===== src/rtl/vfx_pkg.sv =====
// Shared constants and types for the windowed video filter sequencer.
// IMAGE_WIDTH/IMAGE_HEIGHT describe the RGB444 frame geometry; TOTAL_PIXELS
// is the pixel count of one frame and BLUR_DELAY the 5x5 window latency
// (two full lines plus the 3-pixel centre offset), counted in accepted pixels.
package vfx_pkg;

    localparam int IMAGE_WIDTH  = 320;
    localparam int IMAGE_HEIGHT = 240;
    localparam int TOTAL_PIXELS = IMAGE_WIDTH * IMAGE_HEIGHT;
    localparam int BLUR_DELAY   = 2 * IMAGE_WIDTH + 3;

    typedef enum logic [1:0] {
        IDLE  = 2'd0,
        FILL  = 2'd1,
        RUN   = 2'd2,
        DRAIN = 2'd3
    } seq_state_t;

    // Window latency for an arbitrary line width.
    function automatic int blur_delay(input int width);
        return 2 * width + 3;
    endfunction

endpackage


===== src/rtl/blur_frame_sequencer_pixel_counter.sv =====
// pixel_counter: wrapping up-counter with a registered terminal-count flag.
//   clk, reset : clock, asynchronous active-high reset
//   inc        : advance the count this cycle
//   clr        : restart from zero this cycle; clr together with inc loads 1
//   count      : current count (wraps to 0 after TERMINAL)
//   term       : registered flag, high while count == TERMINAL
module pixel_counter #(
    parameter int CNT_W    = 17,
    parameter int TERMINAL = 76799
) (
    input  logic             clk,
    input  logic             reset,
    input  logic             inc,
    input  logic             clr,
    output logic [CNT_W-1:0] count,
    output logic             term
);

    localparam logic [CNT_W-1:0] TERM_C = CNT_W'(TERMINAL);

    logic [CNT_W-1:0] count_reg;
    logic [CNT_W-1:0] count_next;
    logic [CNT_W-1:0] base;
    logic             term_reg;

    always_comb begin
        base       = clr ? '0 : count_reg;
        count_next = base;
        if (inc) begin
            count_next = (base == TERM_C) ? '0 : base + 1'b1;
        end
    end

    // The flag is computed from the next count so it lines up with count_reg.
    always_ff @(posedge clk or posedge reset) begin
        if (reset) begin
            count_reg <= '0;
            term_reg  <= 1'b0;
        end else begin
            count_reg <= count_next;
            term_reg  <= (count_next == TERM_C);
        end
    end

    assign count = count_reg;
    assign term  = term_reg;

endmodule


===== src/rtl/blur_frame_sequencer.sv =====
// blur_frame_sequencer: frame-level control for the 5x5 windowed filter.
// Gates the filter shift register, fills its line buffer, drains the last
// DELAY pixels after EOP and produces aligned out_valid/out_sop/out_eop.
//   clk, reset          : clock, asynchronous active-high reset
//   in_valid/sop/eop    : upstream Avalon-ST framing; in_ready back to upstream
//   out_ready           : downstream ready
//   freq_flag           : blur request, sampled only on an accepted SOP
//   shift_en, flush     : filter shift enable; flush shifts zero pixels in
//   mode_sel            : filter mode latched for the current frame
//   out_valid/sop/eop   : output framing, registered alongside filter data_out
//   frame_err           : one-cycle pulse on a malformed frame
//   busy                : sequencer not idle
module blur_frame_sequencer #(
    parameter int IMAGE_WIDTH  = vfx_pkg::IMAGE_WIDTH,
    parameter int IMAGE_HEIGHT = vfx_pkg::IMAGE_HEIGHT
) (
    input  logic clk,
    input  logic reset,
    input  logic in_valid,
    input  logic in_sop,
    input  logic in_eop,
    output logic in_ready,
    input  logic out_ready,
    input  logic freq_flag,
    output logic shift_en,
    output logic flush,
    output logic mode_sel,
    output logic out_valid,
    output logic out_sop,
    output logic out_eop,
    output logic frame_err,
    output logic busy
);

    import vfx_pkg::seq_state_t;
    import vfx_pkg::IDLE;
    import vfx_pkg::FILL;
    import vfx_pkg::RUN;
    import vfx_pkg::DRAIN;
    import vfx_pkg::blur_delay;

    localparam int TOTAL = IMAGE_WIDTH * IMAGE_HEIGHT;
    localparam int DELAY = blur_delay(IMAGE_WIDTH);
    localparam int CNT_W = $clog2(TOTAL);
    localparam logic [CNT_W-1:0] DELAY_C = CNT_W'(DELAY);

    seq_state_t       state_reg, state_next;
    logic             mode_reg, mode_next;
    logic             overrun_reg, overrun_next;
    logic             frame_err_reg, err_next;
    logic             out_valid_reg, out_sop_reg, out_eop_reg;

    logic             acc, emit, restart, drain_done, in_inc;
    logic [CNT_W-1:0] in_cnt, out_cnt, drain_cnt_unused;
    logic             in_term, out_term, drain_term;

    always_comb begin
        in_ready     = out_ready && (state_reg != DRAIN);
        acc          = in_valid && in_ready;
        state_next   = state_reg;
        mode_next    = mode_reg;
        overrun_next = overrun_reg;
        shift_en     = 1'b0;
        flush        = 1'b0;
        emit         = 1'b0;
        err_next     = 1'b0;
        restart      = 1'b0;
        drain_done   = 1'b0;
        in_inc       = 1'b0;
        case (state_reg)
            IDLE: begin
                if (acc && in_sop) begin
                    // SOP+EOP on one pixel is a runt frame: reject, stay idle.
                    if (in_eop) err_next = 1'b1;
                    else        restart  = 1'b1;
                end
            end
            FILL, RUN: begin
                if (acc) begin
                    if (in_sop) begin
                        // Unexpected SOP aborts the frame and starts a new one.
                        restart  = 1'b1;
                        err_next = 1'b1;
                    end else if (overrun_reg) begin
                        // Frame ran past TOTAL: swallow pixels until its EOP.
                        if (in_eop) begin
                            state_next   = DRAIN;
                            overrun_next = 1'b0;
                        end
                    end else begin
                        shift_en = 1'b1;
                        in_inc   = 1'b1;
                        emit     = (state_reg == RUN) || (in_cnt == DELAY_C);
                        if (in_eop) begin
                            state_next = DRAIN;
                            err_next   = !((state_reg == RUN) && in_term);
                        end else if ((state_reg == RUN) && in_term) begin
                            overrun_next = 1'b1;
                            err_next     = 1'b1;
                        end else if (emit) begin
                            state_next = RUN;
                        end
                    end
                end
            end
            DRAIN: begin
                flush    = 1'b1;
                shift_en = out_ready;
                emit     = out_ready;
                // Stop on the full-frame last pixel or after a full window.
                if (out_ready && (drain_term || out_term)) begin
                    drain_done = 1'b1;
                    state_next = IDLE;
                end
            end
            default: state_next = IDLE;
        endcase
        if (restart) begin
            state_next   = FILL;
            mode_next    = freq_flag;
            shift_en     = 1'b1;
            overrun_next = 1'b0;
        end
    end

    // in_cnt: pixels accepted in this frame (an SOP loads 1).
    pixel_counter #(.CNT_W(CNT_W), .TERMINAL(TOTAL - 1)) u_in_cnt (
        .clk   (clk),
        .reset (reset),
        .inc   (in_inc || restart),
        .clr   (restart),
        .count (in_cnt),
        .term  (in_term)
    );

    // out_cnt: outputs emitted; forced to 0 on abort and at end of drain.
    pixel_counter #(.CNT_W(CNT_W), .TERMINAL(TOTAL - 1)) u_out_cnt (
        .clk   (clk),
        .reset (reset),
        .inc   (emit && !drain_done),
        .clr   (restart || drain_done),
        .count (out_cnt),
        .term  (out_term)
    );

    // drain_cnt: flush shifts performed; only its terminal flag is consumed.
    pixel_counter #(.CNT_W(CNT_W), .TERMINAL(DELAY - 1)) u_drain_cnt (
        .clk   (clk),
        .reset (reset),
        .inc   ((state_reg == DRAIN) && out_ready && !drain_done),
        .clr   (drain_done),
        .count (drain_cnt_unused),
        .term  (drain_term)
    );

    always_ff @(posedge clk or posedge reset) begin
        if (reset) begin
            state_reg     <= IDLE;
            mode_reg      <= 1'b0;
            overrun_reg   <= 1'b0;
            frame_err_reg <= 1'b0;
            out_valid_reg <= 1'b0;
            out_sop_reg   <= 1'b0;
            out_eop_reg   <= 1'b0;
        end else begin
            state_reg     <= state_next;
            mode_reg      <= mode_next;
            overrun_reg   <= overrun_next;
            frame_err_reg <= err_next;
            // Flags hold while downstream stalls; the last drain shift always
            // closes the packet, even for a truncated frame.
            if (out_ready) begin
                out_valid_reg <= emit;
                out_sop_reg   <= emit && (out_cnt == '0);
                out_eop_reg   <= emit && (out_term || drain_done);
            end
        end
    end

    assign mode_sel  = mode_reg;
    assign out_valid = out_valid_reg;
    assign out_sop   = out_sop_reg;
    assign out_eop   = out_eop_reg;
    assign frame_err = frame_err_reg;
    assign busy      = (state_reg != IDLE);

endmodule


===== config.mk =====
export PLATFORM = sky130hd
export DESIGN_NAME = blur_frame_sequencer
export DESIGN_NICKNAME = d
export VERILOG_FILES = /design/src/rtl/vfx_pkg.sv /design/src/rtl/blur_frame_sequencer_pixel_counter.sv /design/src/rtl/blur_frame_sequencer.sv
export SDC_FILE = /design/constraint.sdc
export NUM_CORES = 1
export LEC_CHECK = 0
export CORE_UTILIZATION = 35
export CTS_CLUSTER_DIAMETER = 100
export CTS_CLUSTER_SIZE = 28
export DETAILED_ROUTE_END_ITERATION = 8
export HOLD_SLACK_MARGIN = 0.12
export PLACE_DENSITY = 0.52
export SLEW_MARGIN = 5
export SYNTH_ARGS = -nofsm -noshare
export SYNTH_HDL_FRONTEND = slang
export SYNTH_HIERARCHICAL = 1
export SYNTH_SLANG_ARGS = --single-unit

===== constraint.sdc =====
create_clock -name clk -period 3.4 [get_ports clk]
set_clock_uncertainty 0.15 [all_clocks]
set_input_delay 0.51 -clock clk [delete_from_list [all_inputs] [get_ports clk]]
set_output_delay 0.51 -clock clk [all_outputs]
set_load 0.02 [all_outputs]

Yosys cells after proc, flatten, opt, wreduce, memory -nomap -nowiden. Index checks and enable logic that the tools add are counted.

Logic and storage cells: 111. Flip-flop bits (word level): 62. Input port bits: 7. Output and inout port bits: 9.

Add/sub/neg operators: 3. Equality and inequality tests: 18. Reductions and logical operators: 26. Multiplexer cells: 51.

Operator list (count): $mux W17 (9); $eq A17 B17 Y1 const B (4); $add A17 B1 Y17 const B (3); $eq A17 B10 Y1 const B (3); $mux W1 (28); $mux W2 (9); $logic_not A17 Y1 (1); $ne A4 B4 Y1 const B (3); $logic_and A1 B1 Y1 (10); $ne A3 B3 Y1 const B (3); $pmux W1 S2 (4); $reduce_and A7 Y1 (1); $reduce_bool A2 Y1 (3); $logic_or A1 B1 Y1 (5); $eq A2 B2 Y1 const B (2); $pmux W2 S2 (1); $reduce_and A3 Y1 (1); $reduce_bool A3 Y1 (1); $eq A2 B1 Y1 const B (1); $logic_not A1 Y1 (2); $logic_not A2 Y1 (1); $ne A2 B1 Y1 const B (1); $ne A2 B2 Y1 const B (1); $reduce_or A2 Y1 (1).

Logic depth before layout (Yosys ltp). Gate-level depths: netlist of the first run.

Depth in word-level cells: 12. Mapped depth: 15. Gate-level depth less buffers: 13.

Modules after synthesis. Netlist of the first run, hierarchy kept.

By module, submodules not included: pixel_counter at u_drain_cnt (seq. area each 450.4 um^2, instances 1, cells each 132, area an instance 1208.7 um^2); pixel_counter at u_out_cnt (seq. area each 450.4 um^2, instances 1, cells each 106, area an instance 1069.8 um^2); pixel_counter at u_in_cnt (seq. area each 450.4 um^2, instances 1, cells each 101, area an instance 985.9 um^2); blur_frame_sequencer (seq. area each 200.2 um^2, instances 1, cells each 91, area an instance 723.2 um^2).

Least setup slack after synthesis of the first run. OpenSTA, ideal clock, no wires.

Path type: reg-to-reg. Start: reg state_reg[0]. End: reg u_out_cnt.term_reg (netlist: u_out_cnt/term). Arrival: 3.327 ns. Cell stages (with the launch flop): 15. Clock period less this slack: 3.575 ns. Path buffers: 2. Library setup time: 0.098 ns. Required time: 3.152 ns. Setup slack: -0.175 ns. Cell sequence: dfrtp_1 ha_1 nand3b_2 or4_1 a21oi_1 nor2_1 nor2_1 buf_6 nand4_4 or4_4 buf_6 nor2_1 xnor2_1 nand4b_1 nor4bb_2.

Word-level cells in the longest chain between the ends: 12. Elaborated cells between the ends (all ways): 27. Those cells by class: add/sub: 1; eq/ne: 6; mux: 11; reduce/logical: 9.

RTL lines: start: declaration (RTL line blur_frame_sequencer.sv:47) `seq_state_t state_reg, state_next;`; start signal: assignment (RTL line blur_frame_sequencer.sv:166) `state_reg <= state_next;`; $ne A2 B2 Y1 (RTL line blur_frame_sequencer.sv:58) `in_ready = out_ready && (state_reg != DRAIN);`; $logic_and A1 B1 Y1 (RTL line blur_frame_sequencer.sv:58); $logic_and A1 B1 Y1 (RTL line blur_frame_sequencer.sv:59) `acc = in_valid && in_ready;`; $logic_and A1 B1 Y1 (RTL line blur_frame_sequencer.sv:72) `if (acc && in_sop) begin`; $mux W1 (RTL line blur_frame_sequencer.sv:72); $pmux W1 S2 (RTL line blur_frame_sequencer.sv:70) `case (state_reg)`; $logic_or A1 B1 Y1 (RTL line blur_frame_sequencer.sv:141) `.clr (restart || drain_done),`; $mux W17 (RTL line blur_frame_sequencer_pixel_counter.sv:27) `base = clr ? '0 : count_reg;`; $add A17 B1 Y17 / $eq A17 B17 Y1 (equally long branches) (RTL line blur_frame_sequencer_pixel_counter.sv:30) `count_next = (base == TERM_C) ? '0 : base + 1'b1;`; $mux W17 (RTL line blur_frame_sequencer_pixel_counter.sv:30); $mux W17 * (RTL line blur_frame_sequencer_pixel_counter.sv:29) `if (inc) begin`; $eq A17 B17 Y1 * (RTL line blur_frame_sequencer_pixel_counter.sv:41) `term_reg <= (count_next == TERM_C);`; end signal: assignment (RTL line blur_frame_sequencer_pixel_counter.sv:41); end: declaration (RTL line blur_frame_sequencer_pixel_counter.sv:24) `logic term_reg;`.

Every way passes the cells marked *; elsewhere a longest branch is shown, timed or not. A chain may end at the register's enable or synchronous reset.

Worst setup path after layout of the first run.
Start: reg u_in_cnt.count_reg[8] (netlist: u_in_cnt/count[8]). End: reg u_out_cnt.term_reg (netlist: u_out_cnt/term).

Word-level cells in the longest chain between the ends: 9.

RTL lines: start: declaration (RTL line blur_frame_sequencer_pixel_counter.sv:21) `logic [CNT_W-1:0] count_reg;`; start signal: assignment (RTL line blur_frame_sequencer_pixel_counter.sv:40) `count_reg <= count_next;`; $eq A17 B10 Y1 (RTL line blur_frame_sequencer.sv:93) `emit = (state_reg == RUN) || (in_cnt == DELAY_C);`; $logic_or A1 B1 Y1 (RTL line blur_frame_sequencer.sv:93); $mux W1 (RTL line blur_frame_sequencer.sv:84) `end else if (overrun_reg) begin`; $mux W1 (RTL line blur_frame_sequencer.sv:80) `if (in_sop) begin`; $mux W1 (RTL line blur_frame_sequencer.sv:79) `if (acc) begin`; $pmux W1 S2 (RTL line blur_frame_sequencer.sv:70); $logic_and A1 B1 Y1 (RTL line blur_frame_sequencer.sv:140) `.inc (emit && !drain_done),`; $mux W17 (RTL line blur_frame_sequencer_pixel_counter.sv:29); net u_out_cnt.count_next[16] (RTL line blur_frame_sequencer_pixel_counter.sv:22) `logic [CNT_W-1:0] count_next;`; $eq A17 B17 Y1 (RTL line blur_frame_sequencer_pixel_counter.sv:41).

The timed path passes the listed nets, and every way through them passes these cells.

==> results of run 1 <==
path summary, 6_finish.rpt:
path	start	endpoint	slack, ns	cells past startpoint
min	mode_sel	mode_sel	0.33	2
max in group asynchronous	reset	u_out_cnt/count[6]	2.03	2
min reg2reg	mode_sel	mode_sel	0.33	2
max	u_in_cnt/count[8]	u_out_cnt/term	0.14	11
min in group asynchronous	reset	overrun_reg	0.45	2
max reg2reg	u_in_cnt/count[8]	u_out_cnt/term	0.14	11
final cells by class:
type,count,share of cell area
Sequential cell,62,0.299
Timing Repair Buffer,89,0.137
Inverter,22,0.0159
Clock buffer,13,0.0481
Multi-Input combinational cell,332,0.458
Clock inverter,3,0.00843
Tap cell,140,0.0337
routing by layer:
layer,part of all wire,vias to the layer above
li1,-,1708
met4,0.0064,0
met3,0.018,4
met1,0.52,1650
met2,0.46,29
met5,0,-
worst reg2reg max path: cells and delay by family (launching register included):
kind,cells,cell delay [ns]
simple gates,8,2.07
flops,1,0.38
buf+inv,2,0.31
compound gates,1,0.25
kinds of logic (layout without fill, tap and decap cells):
logic type,Yosys count,count (layout),synth area share
AND/OR/NAND/NOR,223,223,0.340
multiplexers,5,5,0.0132
XOR/XNOR,41,41,0.0901
buffers and inverters,36,127,0.0420
adder cells (fa/ha/maj),7,7,0.0220
flip-flops,62,62,0.389
AO/OA/AOI/OAI,56,56,0.103
stage by stage:
| step | setup TNS [ns] | utilization | setup WS, ns | area [um^2] |
|---|---|---|---|---|
| detailed placement | -1.80 | 0.439 | -0.293 | 4820 |
| floorplan | 0 | - | 0.0282 | 4040 |
| global placement | -1.44 | 0.439 | -0.237 | 4820 |
| global route | 0 | 0.473 | 0.00425 | 5200 |
| finish | 0 | 0.473 | 0.145 | 5200 |
| CTS | 0 | 0.466 | 0.00298 | 5120 |
cell usage after synthesis (3+ instances only):
| library cell | count | area share |
|---|---|---|
| nor4_1 | 7 | 0.011 |
| ha_1 | 7 | 0.022 |
| buf_2 | 4 | 0.0050 |
| and3b_1 | 3 | 0.0066 |
| nand2_2 | 3 | 0.0047 |
| mux2i_1 | 3 | 0.0075 |
| or4_4 | 4 | 0.011 |
| xor2_1 | 19 | 0.042 |
| or3_1 | 3 | 0.0047 |
| nand4_1 | 16 | 0.025 |
| o211ai_1 | 3 | 0.0056 |
| nand3_1 | 15 | 0.019 |
| nand4b_1 | 3 | 0.0066 |
| inv_1 | 22 | 0.021 |
| clkbuf_1 | 5 | 0.0047 |
| a21oi_1 | 14 | 0.018 |
| nand2_1 | 28 | 0.026 |
| xnor2_1 | 22 | 0.048 |
| nor3_1 | 14 | 0.018 |
| o21ai_0 | 9 | 0.011 |
| a31oi_1 | 3 | 0.0047 |
| nor2_1 | 60 | 0.056 |
| dfrtp_1 | 62 | 0.39 |
| or2_2 | 3 | 0.0047 |
| nor2b_1 | 9 | 0.014 |
| nand3_2 | 3 | 0.0075 |
| a211oi_1 | 4 | 0.0075 |
| nor3b_1 | 5 | 0.0094 |
| and3_1 | 5 | 0.0078 |
| buf_6 | 3 | 0.0085 |
| or4_1 | 7 | 0.013 |
| and2b_2 | 3 | 0.0066 |
| nand2b_1 | 9 | 0.014 |
power by group:
| part | internal, mW | switching, mW |
|---|---|---|
| Combinational | 0.274 | 0.255 |
| Clock | 0.588 | 0.327 |
| Sequential | 0.820 | 0.130 |
| Total | 1.68 | 0.712 |
what timing repair did:
| item | 4_1_cts | 5_1_grt |
|---|---|---|
| pin swaps | 0 | 6 |
| gates resized for setup | 1 | 15 |
| buffers inserted | 0 | 2 |
| setup endpoints to repair | 1 | 1 |
==> results.py, run 1 <==
metrics = {
    "pwr": {
        "max-vdd-ir-drop_mv": 0.186,
        "cellPowerDensity_nw_per_um2": 461,
        "finalPower_mw": 2.39,
        "p_leak_nw": 2.36,
    },
    "clocking": {
        "path_clk_slew_ns": 0.05,
        "cts_tree": "yes",
        "cts_made_buffers": 9,
        "cts-root-buf": "clkbuf_16",
        "cts.htree.levels": 3,
        "clock_latency_ns": 0.32,
        "numClockSinks": 62,
        "hold_buffers": 0,
        "clock_path_buffers": 2,
    },
    "critical_path": {
        "worstPathRequired_ns": 3.47,
        "crit_path_end_kind": "register",
        "crit_chain": "or4_4 -> nor4_4 -> and3_1 -> nor2_1 -> nor2_1 -> buf_4 -> nand4_4 -> or4_4 -> buf_4 -> o32ai_4 -> nor4bb_2",
        "critPathArrivalTime_ns": 3.33,
        "cp_slowest_stage_delay_ns": 0.56,
        "critPathSlowestCell": "or4_4",
        "start_kind": "register",
        "worst-path-buf-inv": 2,
        "crit_fanout": 4,
        "cp_top_family": "simple AND/OR/NAND/NOR gates",
        "crit_type": "reg2reg",
    },
    "global_routing": {
        "grt_overflow": 0,
        "use_met3": 0.0329,
        "grt.busiest_layer": "met2",
        "grtUsageMet2": 0.281,
        "grt_usage": 0.181,
        "grt_max_degree": 19,
        "grt_use_met1": 0.251,
        "grt_pass1_wl_um": 16600,
        "grt_antenna_before_repair": 0,
        "grt_pass1_vias": 3429,
    },
    "yosys": {
        "synth_area_um2": 3990,
        "syn_inst": 430,
        "yosysWarnings": 6,
        "ys_seq_area_frac": 0.389,
        "synth-async-reset-ratio": 1.00,
        "ys_types": 72,
        "synthesis.nets": 444,
        "synthFlopType": "dfrtp_1",
        "syn_avg_cell_area_um2": 9.27,
        "synth_edf_count": 0,
        "ys_ff_latch": 62,
    },
    "layout": {
        "drive_above_1_share": 0.274,
        "multi_input_area_um2": 2380,
        "final_cell_mix": "buf_4 (74), dfrtp_1 (61), nor2_1 (59)",
        "syn_to_final_growth_pct": 30.3,
        "n_antenna_cell": 0,
        "final_cell_count_no_fill": 661,
        "mostFrequentLayoutCell": "buf_4",
        "layout.area.seq_um2": 1550,
        "fillers": 1044,
        "final_nets": 530,
    },
    "detailed_routing": {
        "via_per_inst": 5.13,
        "wirelength_um": 9850,
        "first_pass_iters": 4,
        "vias": 3391,
        "wire_per_inst_um": 14.9,
        "drt_iter0_markers": 101,
        "final_antenna_net_count": 0,
        "drc": 0,
    },
    "place": {
        "numPortBuffers": 15,
        "post-dp-hpwl_um": 7290,
        "gp_congestion": 0.885,
        "dp.cells": 643,
    },
    "floorplanning": {
        "die_h_um": 109,
        "coreArea_um2": 11000,
        "start_util": 0.363,
        "placementRows": 38,
        "die_x_um": 109,
        "die_area_um2": 11800,
        "io_pins": 16,
    },
    "min_path": {
        "hold_path.class": "reg2reg",
    },
    "sta": {
        "tightest_slew_ns": 0.722,
        "max_freq_mhz": 307,
        "finalCritPeriodShare": 0.957,
        "period_needed_ns": 3.26,
        "hold_viol": 0,
        "finalMaxSlewViolations": 0,
        "whs_ns": 0.335,
        "relSlewSlack": 0.518,
        "setup-violations-final": 0,
        "rsz0062_at_grt": "false",
    },
    "outcome": {
        "status": "completed",
    },
    "flow_run": {
        "max-cap-violations": 0,
    },
}
No activity file was read; power rests on OpenSTA's default activity.
==> inputs of run 2 (changes only) <==
CELL_PAD_IN_SITES_DETAIL_PLACEMENT = 1   (was default)
CELL_PAD_IN_SITES_GLOBAL_PLACEMENT = 1   (was default)
MAX_ROUTING_LAYER = met4   (was default)
PLACE_DENSITY = 0.63   (was 0.52)
==> run 2 against run 1 <==
Compared with the run above:
- total power up 9.3%
- critical path type unchanged
- combinational power grew 7.0%
- critical path depth rose by 1
- sequential power is 1% higher
==> results.py, run 2 (synthesized netlist as in run 1, its figures left out) <==
metrics = {
    "outcome": {
        "status": "completed",
    },
    "critical_path": {
        "crit_fanout": 4,
        "critPathArrivalTime_ns": 3.43,
        "crit_type": "reg2reg",
        "worstPathRequired_ns": 3.49,
        "start_kind": "register",
        "crit_path_end_kind": "register",
    },
    "detailed_routing": {
        "wirelength_um": 11700,
        "drc": 0,
        "vias": 3606,
        "drt_iter0_markers": 91,
        "wire_per_inst_um": 17.7,
        "first_pass_iters": 5,
        "final_antenna_net_count": 0,
        "via_per_inst": 5.46,
    },
    "sta": {
        "finalMaxSlewViolations": 0,
        "relSlewSlack": 0.489,
        "finalCritPeriodShare": 0.982,
        "hold_viol": 0,
        "setup-violations-final": 0,
        "tightest_slew_ns": 0.766,
        "period_needed_ns": 3.34,
        "layout_setup_ws_ns": 0.0618,
        "rsz0062_at_grt": "true",
        "max_freq_mhz": 300,
    },
    "flow_run": {
        "max-cap-violations": 0,
    },
    "place": {
        "numPortBuffers": 15,
        "pre_cts_slack_ns": -0.377,
        "dp.cells": 639,
        "gp_congestion": 0.833,
        "post-dp-hpwl_um": 8220,
    },
    "global_routing": {
        "grt_pass1_vias": 3843,
        "use_met3": 0.0365,
        "grt_pass1_wl_um": 19500,
        "grt_overflow": 0,
        "grtUsageMet2": 0.367,
        "grt_use_met1": 0.270,
        "grt_max_degree": 19,
        "grt.busiest_layer": "met2",
        "grt_usage": 0.223,
        "grt_antenna_before_repair": 0,
    },
    "clocking": {
        "cts_made_buffers": 9,
        "path_clk_slew_ns": 0.06,
        "clock_path_buffers": 2,
        "hold_buffers": 0,
        "clock_latency_ns": 0.34,
        "cts.htree.levels": 3,
        "numClockSinks": 62,
        "cts-root-buf": "clkbuf_16",
        "cts_tree": "yes",
    },
    "floorplanning": {
        "coreArea_um2": 11000,
        "die_area_um2": 11800,
        "die_x_um": 109,
        "die_h_um": 109,
        "placementRows": 38,
        "start_util": 0.363,
        "io_pins": 16,
    },
    "pwr": {
        "p_seq_frac": 0.367,
        "switching_share": 0.295,
        "finalPower_mw": 2.62,
        "p_clk_frac": 0.417,
        "cellPowerDensity_nw_per_um2": 494,
        "max-vdd-ir-drop_mv": 0.221,
        "p_int_mw": 1.85,
        "p_leak_nw": 2.35,
        "p_sw_mw": 0.771,
        "combPwrFrac": 0.216,
    },
    "layout": {
        "drive_above_1_share": 0.292,
        "syn_to_final_growth_pct": 32.9,
        "mostFrequentLayoutCell": "buf_4",
        "final_cell_mix": "buf_4 (72), dfrtp_1 (62), nor2_1 (58)",
        "final_cell_count_no_fill": 660,
        "final_nets": 529,
        "n_antenna_cell": 0,
        "final_core_util": 0.482,
    },
    "min_path": {
        "hold_path.class": "reg2reg",
    },
}
run 2: power by group through the flow:
stage	registers, mW	clock network, mW	logic [mW]
after floorplan	0.919	0	0.324
after global placement	0.965	0	0.504
after detailed placement	0.969	0	0.517
after CTS	0.957	1.12	0.525
after global routing	0.974	1.15	0.628
final	0.960	1.09	0.566
run 2: worst max-delay path, cell delays in order, from the launching register on:
cell	delay, ns
dfrtp_1	0.38
or4_4	0.54
nor4_4	0.30
and3_1	0.23
nor2_1	0.06
nor2_1	0.08
buf_4	0.13
nand4_4	0.10
or4_4	0.48
nor2_4	0.12
xnor2_2	0.13
nand4b_1	0.20
nor4bb_4	0.32
run 2: final timing paths:
path	to	cells after the start	slack, ns	from
max	u_out_cnt/term	12	0.06	u_in_cnt/count[8]
min	mode_sel	2	0.33	mode_sel
max reg2reg	u_out_cnt/term	12	0.06	u_in_cnt/count[8]
min reg2reg	mode_sel	2	0.33	mode_sel
max in group asynchronous	u_drain_cnt/count[11]	2	2.01	reset
min in group asynchronous	overrun_reg	2	0.45	reset
run 2: layout make-up:
type,instances,area [um^2]
Fill cell,1270,5680
Multi-Input combinational cell,332,2440
Sequential cell,62,1550
Timing Repair Buffer,88,702
Clock buffer,10,239
Tap cell,140,175
Clock inverter,6,109
Inverter,22,82.6
run 2: per-layer routing:
layer / share of wire / vias to the layer above
li1: - / 1705
met1: 0.45 / 1844
met2: 0.51 / 35
met3: 0.015 / 22
met4: 0.025 / 0
met5: 0 / -
run 2: repair_timing:
item,CTS,global route
setup buffers,3,2
endpoints found under the setup margin,1,3
resized for setup,6,19
endpoints found under the hold margin,0,0
pin swaps,4,8
run 2: per-stage QoR:
step	TNS [ns]	hold WS (ns)	instance area (um^2)
after detailed placement	-2.70	0.318	4790
after floorplan	0	0.176	4040
after global placement	-0.953	0.317	4790
after global routing	-0.128	0.377	5300
after CTS	0	0.337	5190
final	0	0.335	5300
